<file path="config.mk">
export PLATFORM = sky130hd
export DESIGN_NAME = uart_rx
export DESIGN_NICKNAME = d
export VERILOG_FILES = /design/src/rtl/uart_rx.sv
export SDC_FILE = /design/constraint.sdc
export NUM_CORES = 1
export LEC_CHECK = 0
export ABC_AREA = 1
export BUFFER_PORTS_ARGS = -buffer_cell sky130_fd_sc_hd__buf_2
export CAP_MARGIN = 10
export CORE_ASPECT_RATIO = 1.1
export CORE_UTILIZATION = 30
export CTS_BUF_LIST = sky130_fd_sc_hd__clkbuf_8
export DETAILED_ROUTE_END_ITERATION = 7
export PLACE_DENSITY_LB_ADDON = 0.1
export REMOVE_ABC_BUFFERS = 1
export SYNTH_ARGS = -nofsm -noshare
export SYNTH_HDL_FRONTEND = slang
export SYNTH_SLANG_ARGS = --single-unit
export TNS_END_PERCENT = 10
</file>
<file path="constraint.sdc">
create_clock -name sys_clock -period 1.8 [get_ports sys_clock]
set_clock_uncertainty 0.15 [all_clocks]
set_input_delay 0.18 -clock sys_clock [delete_from_list [all_inputs] [get_ports sys_clock]]
set_output_delay 0.18 -clock sys_clock [all_outputs]
set_load 0.02 [all_outputs]
</file>
<file path="src/rtl/uart_rx.sv">
// uart_rx: 8N1 serial receiver with a single-entry holding register.
// The line is synchronised, a falling edge opens a frame, every bit is
// sampled mid-bit, and a completed byte is handed to the consumer through
// a valid/ack level handshake with frame-error and overrun pulses.
module uart_rx #(
    parameter int unsigned CLKS_PER_BAUD = 434
) (
    input  logic       sys_clock,
    input  logic       reset_n,
    input  logic       i_uart_rx,
    input  logic       i_ack,
    output logic [7:0] o_data,
    output logic       o_valid,
    output logic       o_frame_err,
    output logic       o_overrun
);

    localparam int unsigned      CNT_W    = $clog2(CLKS_PER_BAUD);
    localparam logic [CNT_W-1:0] CNT_FULL = CNT_W'(CLKS_PER_BAUD - 1);
    localparam logic [CNT_W-1:0] CNT_HALF = CNT_W'(CLKS_PER_BAUD / 2 - 1);
    localparam logic [CNT_W-1:0] CNT_ONE  = CNT_W'(1);

    typedef enum logic [1:0] {
        IDLE,
        START,
        DATA,
        STOP
    } state_t;

    // Synchroniser and edge-detect history; all reset high so that an idle
    // line never looks like a start bit when reset is released.
    logic [1:0] sync_q;
    logic       prev_q;
    logic       line;
    logic       fall;

    state_t           state_q, state_d;
    logic [CNT_W-1:0] cnt_q, cnt_d;
    logic [2:0]       bit_idx_q, bit_idx_d;
    logic [7:0]       shift_q, shift_d;
    logic [7:0]       data_q, data_d;
    logic             valid_q, valid_d;
    logic             frame_err_q, frame_err_d;
    logic             overrun_q, overrun_d;
    logic             cnt_zero;
    logic             done;

    assign line     = sync_q[1];
    assign fall     = prev_q & ~sync_q[1];
    assign cnt_zero = (cnt_q == '0);

    // Two-flop synchroniser plus one history flop for falling-edge detection.
    always_ff @(posedge sys_clock or negedge reset_n) begin
        if (!reset_n) begin
            sync_q <= 2'b11;
            prev_q <= 1'b1;
        end else begin
            // NOTE: non-blocking assignments make every flop sample the
            // pre-edge value, so this chain shifts by exactly one stage per clock.
            sync_q <= {sync_q[0], i_uart_rx};
            prev_q <= sync_q[1];
        end
    end

    // Frame sequencing, bit sampling and holding-register / handshake update.
    always_comb begin
        // NOTE: every signal written here gets a default first, so no path
        // through the case statements can leave one unassigned (no latches).
        state_d     = state_q;
        cnt_d       = cnt_q;
        bit_idx_d   = bit_idx_q;
        shift_d     = shift_q;
        data_d      = data_q;
        valid_d     = valid_q;
        frame_err_d = 1'b0;
        overrun_d   = 1'b0;
        done        = 1'b0;

        unique case (state_q)
            IDLE: begin
                // Only a falling edge opens a frame; a line stuck low does not.
                if (fall) begin
                    state_d = START;
                    cnt_d   = CNT_HALF;
                end
            end
            START: begin
                if (!cnt_zero) begin
                    cnt_d = cnt_q - CNT_ONE;
                end else if (line) begin
                    state_d = IDLE;            // glitch: line back high mid-start
                end else begin
                    state_d   = DATA;
                    cnt_d     = CNT_FULL;
                    bit_idx_d = 3'd0;
                end
            end
            DATA: begin
                if (!cnt_zero) begin
                    cnt_d = cnt_q - CNT_ONE;
                end else begin
                    shift_d = {line, shift_q[7:1]};   // LSB arrives first
                    cnt_d   = CNT_FULL;
                    if (bit_idx_q == 3'd7) begin
                        state_d = STOP;
                    end else begin
                        bit_idx_d = bit_idx_q + 3'd1;
                    end
                end
            end
            STOP: begin
                if (!cnt_zero) begin
                    cnt_d = cnt_q - CNT_ONE;
                end else begin
                    state_d = IDLE;
                    if (line) begin
                        done = 1'b1;
                    end else begin
                        frame_err_d = 1'b1;
                    end
                end
            end
            default: state_d = IDLE;
        endcase

        // A byte that completes while the old one is being acked replaces it;
        // otherwise a full holding register drops the new byte.
        if (done) begin
            if (!valid_q || i_ack) begin
                data_d  = shift_q;
                valid_d = 1'b1;
            end else begin
                overrun_d = 1'b1;
            end
        end else if (i_ack) begin
            valid_d = 1'b0;
        end
    end

    // State register for the receiver and the output holding register.
    always_ff @(posedge sys_clock or negedge reset_n) begin
        if (!reset_n) begin
            state_q     <= IDLE;
            cnt_q       <= '0;
            bit_idx_q   <= 3'd0;
            shift_q     <= 8'h00;
            data_q      <= 8'h00;
            valid_q     <= 1'b0;
            frame_err_q <= 1'b0;
            overrun_q   <= 1'b0;
        end else begin
            state_q     <= state_d;
            cnt_q       <= cnt_d;
            bit_idx_q   <= bit_idx_d;
            shift_q     <= shift_d;
            data_q      <= data_d;
            valid_q     <= valid_d;
            frame_err_q <= frame_err_d;
            overrun_q   <= overrun_d;
        end
    end

    assign o_data      = data_q;
    assign o_valid     = valid_q;
    assign o_frame_err = frame_err_q;
    assign o_overrun   = overrun_q;

endmodule
</file>
Word level (Yosys, flattened, before mapping)
Index checks and enable logic that the tools add are counted.
{"block": "word_totals", "ff_bits": 36, "input_bits": 4, "out_inout_bits": 11}
{"block": "classes", "add_sub_neg": 2, "n_eq_ne": 14, "n_mux": 29, "bitwise": 2, "reduce_logical": 12}
{"cell": "9-bit 2-to-1 mux", "count": 5}
{"cell": "9-bit case mux with 4 select lines", "count": 1}
{"cell": "2-bit != test, second input constant", "count": 8}
{"cell": "2-bit 2-to-1 mux", "count": 6}
{"cell": "3-bit 2-to-1 mux", "count": 4}
{"cell": "1-bit 2-to-1 mux", "count": 11}
{"cell": "5-bit AND reduction", "count": 2}
{"cell": "9-bit zero test", "count": 1}
{"cell": "9-bit by 1-bit subtractor with 9-bit output, second input constant", "count": 1}
{"cell": "2-bit case mux with 4 select lines", "count": 1}
{"cell": "3-bit case mux with 2 select lines", "count": 1}
{"cell": "2-bit AND reduction", "count": 3}
{"cell": "2-bit equality test, second input constant", "count": 2}
{"cell": "2-bit nonzero test", "count": 2}
{"cell": "3-bit by 1-bit adder with 3-bit output, second input constant", "count": 1}
{"cell": "3-bit equality test, second input constant", "count": 1}
{"cell": "3-bit != test, second input constant", "count": 1}
{"cell": "3-bit AND reduction", "count": 1}
{"cell": "2-bit by 1-bit equality test with 1-bit output, second input constant", "count": 1}
{"cell": "2-bit zero test", "count": 1}
{"cell": "2-bit by 1-bit != test with 1-bit output, second input constant", "count": 1}
{"cell": "1-bit AND", "count": 1}
{"cell": "1-bit zero test", "count": 1}
{"cell": "1-bit logical OR", "count": 1}
{"cell": "1-bit NOT", "count": 1}

Longest topological paths before layout
{"block": "depth", "ltp_word": 5, "ltp_mapped": 12, "ltp_nobuf": 12}

Worst setup path before layout
OpenSTA, ideal clock, no wires.
{"block": "synth_path", "kind": "register -> register", "startpoint": "register cnt_q[0]", "endpoint": "register shift_q[3]", "arrival_time_ps": 1492, "path_slack_ps": 38, "stages_incl_launch_ff": 13, "n_path_buf": 1, "path_cell_list": "dfrtp_1 > inv_1 > ha_1 > inv_1 > nor2_2 > nand2_2 > nor2_4 > nand2_4 > clkinv_2 > nand2_4 > buf_6 > nand2_1 > o21ai_2"}
{"block": "synth_via", "elab_chain_cells": 2}
{"element": "start: declaration", "line": "38", "rtl": "logic [CNT_W-1:0] cnt_q, cnt_d;"}
{"element": "start signal: assignment", "line": "153", "rtl": "cnt_q <= cnt_d;"}
{"element": "9-bit zero test", "line": "50", "rtl": "assign cnt_zero = (cnt_q == '0);"}
{"element": "2-bit AND reduction (no line)"}
{"element": "end signal: assignment", "line": "155", "rtl": "shift_q <= shift_d;"}
{"element": "end: declaration", "line": "40", "rtl": "logic [7:0] shift_q, shift_d;"}
No other way between the ends.
A chain may end at the register's enable or synchronous reset.

Worst setup path after layout
{"block": "layout_path", "startpoint": "register cnt_q[0]", "endpoint": "register bit_idx_q[0]"}
{"block": "layout_via", "elab_chain_cells": 3, "word_cells_on_any_way": 4}
{"element": "9-bit zero test *", "line": "50"}
{"element": "2-bit != test (no line)"}
{"element": "5-bit AND reduction (no line) *"}
{"element": "end signal: assignment", "line": "154", "rtl": "bit_idx_q <= bit_idx_d;"}
{"element": "end: declaration", "line": "39", "rtl": "logic [2:0] bit_idx_q, bit_idx_d;"}
Mark *: on every way between the ends. The rest lies on a longest branch, timed or not.

==> out/qor.csv <==
stage;metric;value;unit
outcome;status;complete, no violations;
finish;diodes;0;
floorplanning;fp.dieArea;6520;um^2
finish;final_cell_mix;nand2_1, dfrtp_1, inv_1, buf_4, nor2_1;
detailed_routing;viasPerCell;4.33;
sta;hold_viol;0;
logic_synthesis;synth_top_family_by_area;simple AND/OR/NAND/NOR gates;
detailed_routing;drc;0;
finish;layout_commonest_cell;nand2_1;
critical_path;crit_fanout;5;
floorplanning;initial_utilization;31.7;%
placed_design;post-dp-hpwl;3030;um
pwr;total_power;3.29;mW
floorplanning;io_pins;15;
clock_tree;clkTransAtPathRegs;0.08;ns
sta;slew-limit-headroom;72.7;%
finish;fin_util;41.1;%
detailed_routing;wl_per_cell;11.6;um
global_routing;grt_pass1_vias;1469;
finish;areaGrowthSynthToFinish;30.0;%
finish;fillerInstances;626;
logic_synthesis;seq_area_frac_synth;48.6;%
logic_synthesis;syn-instance-count;222;
logic_synthesis;ys_types;23;
finish;final_cells;347;
global_routing;grt_pass1_wl;6910;um
critical_path;start_kind;flop;
clock_tree;htree_levels;2;
critical_path;cpPeakStageDelay;0.39;ns
clock_tree;cts.sinks;36;
logic_synthesis;ys_ff_latch;36;
logic_synthesis;syn_area_per_cell;8.38;um^2
placed_design;place_inst;334;
logic_synthesis;yosys_warnings;0;
critical_path;path_cells;inv_2 > ha_4 > inv_1 > nor2_2 > nand2_2 > nor2_4 > nand2_4 > inv_8 > nand3_1 > o21ai_0;
hold_path;holdCritPathClass;primary input to async pin;
clock_tree;clk_latency;0.29;ns
logic_synthesis;yosys.area_share.simple;29.2;%
floorplanning;die_h;84.6;um
floorplanning;fp.coreArea;5880;um^2
finish;drive_gt1_share;31.9;%
sta;rsz0062_at_grt;true;
clock_tree;clk_path_buf_depth;2;
sta;tightest_slew;0.409;ns
global_routing;grt_usage;13.8;%
placed_design;place_ws;0.0210;ns
logic_synthesis;synth_compound_area_share;8.34;%
detailed_routing;dr.first_iter.drc_count;38;
sta;min_period_over_period;96.5;%
critical_path;r2r_slack;0.06;ns
logic_synthesis;synthXorXnorAreaFrac;0.941;%
sta;setup_viol;0;
critical_path;worst_ep_arrival_time;1.79;ns
placed_design;gp_congestion;0.777;
critical_path;critPathSlowestCell;dfrtp_1;
detailed_routing;detail-route-antenna-nets;0;
clock_tree;cts_tree;built;
critical_path;criticalPathCategory;flop to flop;
critical_path;r2r-start;cnt_q[0]$_DFFE_PN0P_;
finish;finalNetCount;281;
pwr;leakagePower;1.26;nW
global_routing;grt_max_degree;22;
pwr;peakVddDrop;534;uV
detailed_routing;wl;4010;um
sta;fmax;576;MHz
job;cap_violations;0;
floorplanning;die_w;77.1;um
clock_tree;cts_buffers;5;
sta;fin_crit;1.74;ns
critical_path;worstRegToRegCells;10;
global_routing;overflow;0;
logic_synthesis;synth_area;1860;um^2
detailed_routing;firstDrtPassIters;4;
sta;drv_slew;0;
placed_design;port_buffers;14;
detailed_routing;route.vias.total;1502;
floorplanning;rows;29;
logic_synthesis;yosys.area_share.adder;5.38;%
clock_tree;clockRootBuffer;clkbuf_8;
critical_path;cp-end-kind;flop;
sta;setup_ws;0.0628;ns
pwr;power.density;1360;nW/um^2
critical_path;reg2reg_to;bit_idx_q[0]$_DFFE_PN0P_;
global_routing;antenna_found_initial;0;
critical_path;worstPathRequired;1.85;ns
logic_synthesis;synthMuxAreaShare;0;%
cells by family after synthesis:
kind of cell	Yosys count
fa+ha+maj	8
simple gates	122
flops	36
compound gates	23
xor+xnor	2
buf+inv	31
Yosys cell counts:
cell	instances	share of area, %
nor3_1	1	0.27
nor2_1	19	3.8
o21ai_0	9	2.4
nand2_1	71	14
nand2_4	3	1.8
xor2_1	2	0.94
clkinv_2	1	0.27
nor2_2	2	0.67
dfrtp_1	33	44
nand4_1	2	0.67
nand3_2	1	0.54
buf_6	3	1.8
nand2_2	2	0.67
nor2_4	2	1.2
a21oi_2	3	1.4
a21oi_1	3	0.81
ha_1	8	5.4
a21boi_0	1	0.40
inv_1	27	5.4
o21ai_2	7	3.3
nand3_1	18	4.8
nor4_1	1	0.34
dfstp_2	3	4.2
layout make-up:
| cell class | instances | area [um^2] | share of cell area (%) |
|---|---|---|---|
| sequential | 36 | 905 | 37.4 |
| multi-input combinational | 155 | 888 | 36.7 |
| timing repair buffer | 43 | 309 | 12.8 |
| inverter | 28 | 113 | 4.66 |
| tap | 77 | 96.3 | 3.98 |
| clock buffer | 5 | 68.8 | 2.85 |
| clock inverter | 3 | 38.8 | 1.60 |
power breakdown:
part	switching, mW	internal (mW)
logic	0.853	0.637
clock network	0.303	0.406
registers	0.125	0.961
total	1.28	2.00
critical path, delay by kind of cell, from the launching register on:
family,cells,cell delay (ns)
buf+inv,3,0.22
compound gates,1,0.19
flops,1,0.39
fa+ha+maj,1,0.12
simple gates,5,0.59
flip-flops by register name, summed over array words and instances, names as in the netlist, named ones only:
name / count
cnt_q: 9
sync_q: 2
state_q: 1
shift_q: 8
o_overrun: 1
o_frame_err: 1
o_data: 8
bit_idx_q: 3
prev_q: 1
o_valid: 1
how the worst max path moves through the flow:
stage,start,end,cells after the start
after floorplan,cnt_q[0]$_DFFE_PN0P_,cnt_q[3]$_DFFE_PN0P_,11
after global placement,cnt_q[0]$_DFFE_PN0P_,cnt_q[8]$_DFFE_PN0P_,12
after detailed placement,cnt_q[0]$_DFFE_PN0P_,cnt_q[8]$_DFFE_PN0P_,12
after CTS,cnt_q[0]$_DFFE_PN0P_,cnt_q[8]$_DFFE_PN0P_,12
after global routing,cnt_q[0]$_DFFE_PN0P_,bit_idx_q[0]$_DFFE_PN0P_,10
final,cnt_q[0]$_DFFE_PN0P_,bit_idx_q[0]$_DFFE_PN0P_,10
repair_timing:
item,in CTS,in global routing
setup buffers,0,3
endpoints found under the hold margin,16,0
endpoints found under the setup margin,0,30
hold buffers,2,0
resized for setup,0,22
stage by stage:
step           hold WS (ns)  instance area, um^2  TNS, ns
6_report              0.194                 2420        0
3_3_place_gp        -0.0211                 2190        0
4_1_cts               0.207                 2310        0
2_1_floorplan        -0.266                 1830  -0.0641
3_5_place_dp        -0.0106                 2190        0
5_1_grt               0.213                 2420   -0.210
metal layers:
metal | up-vias | part of all wire, % | track usage [%] | wire [um]
met3 | 8 | 2.8 | 3.48 | 111
met1 | 681 | 47 | 16.1 | 1900
met2 | 25 | 48 | 23.5 | 1910
li1 | 788 | - | - | -
met4 | 0 | 2.2 | 7.03 | 87
met5 | - | 0 | 0 | 0
Note: power is estimated with default switching activity, not from simulation.
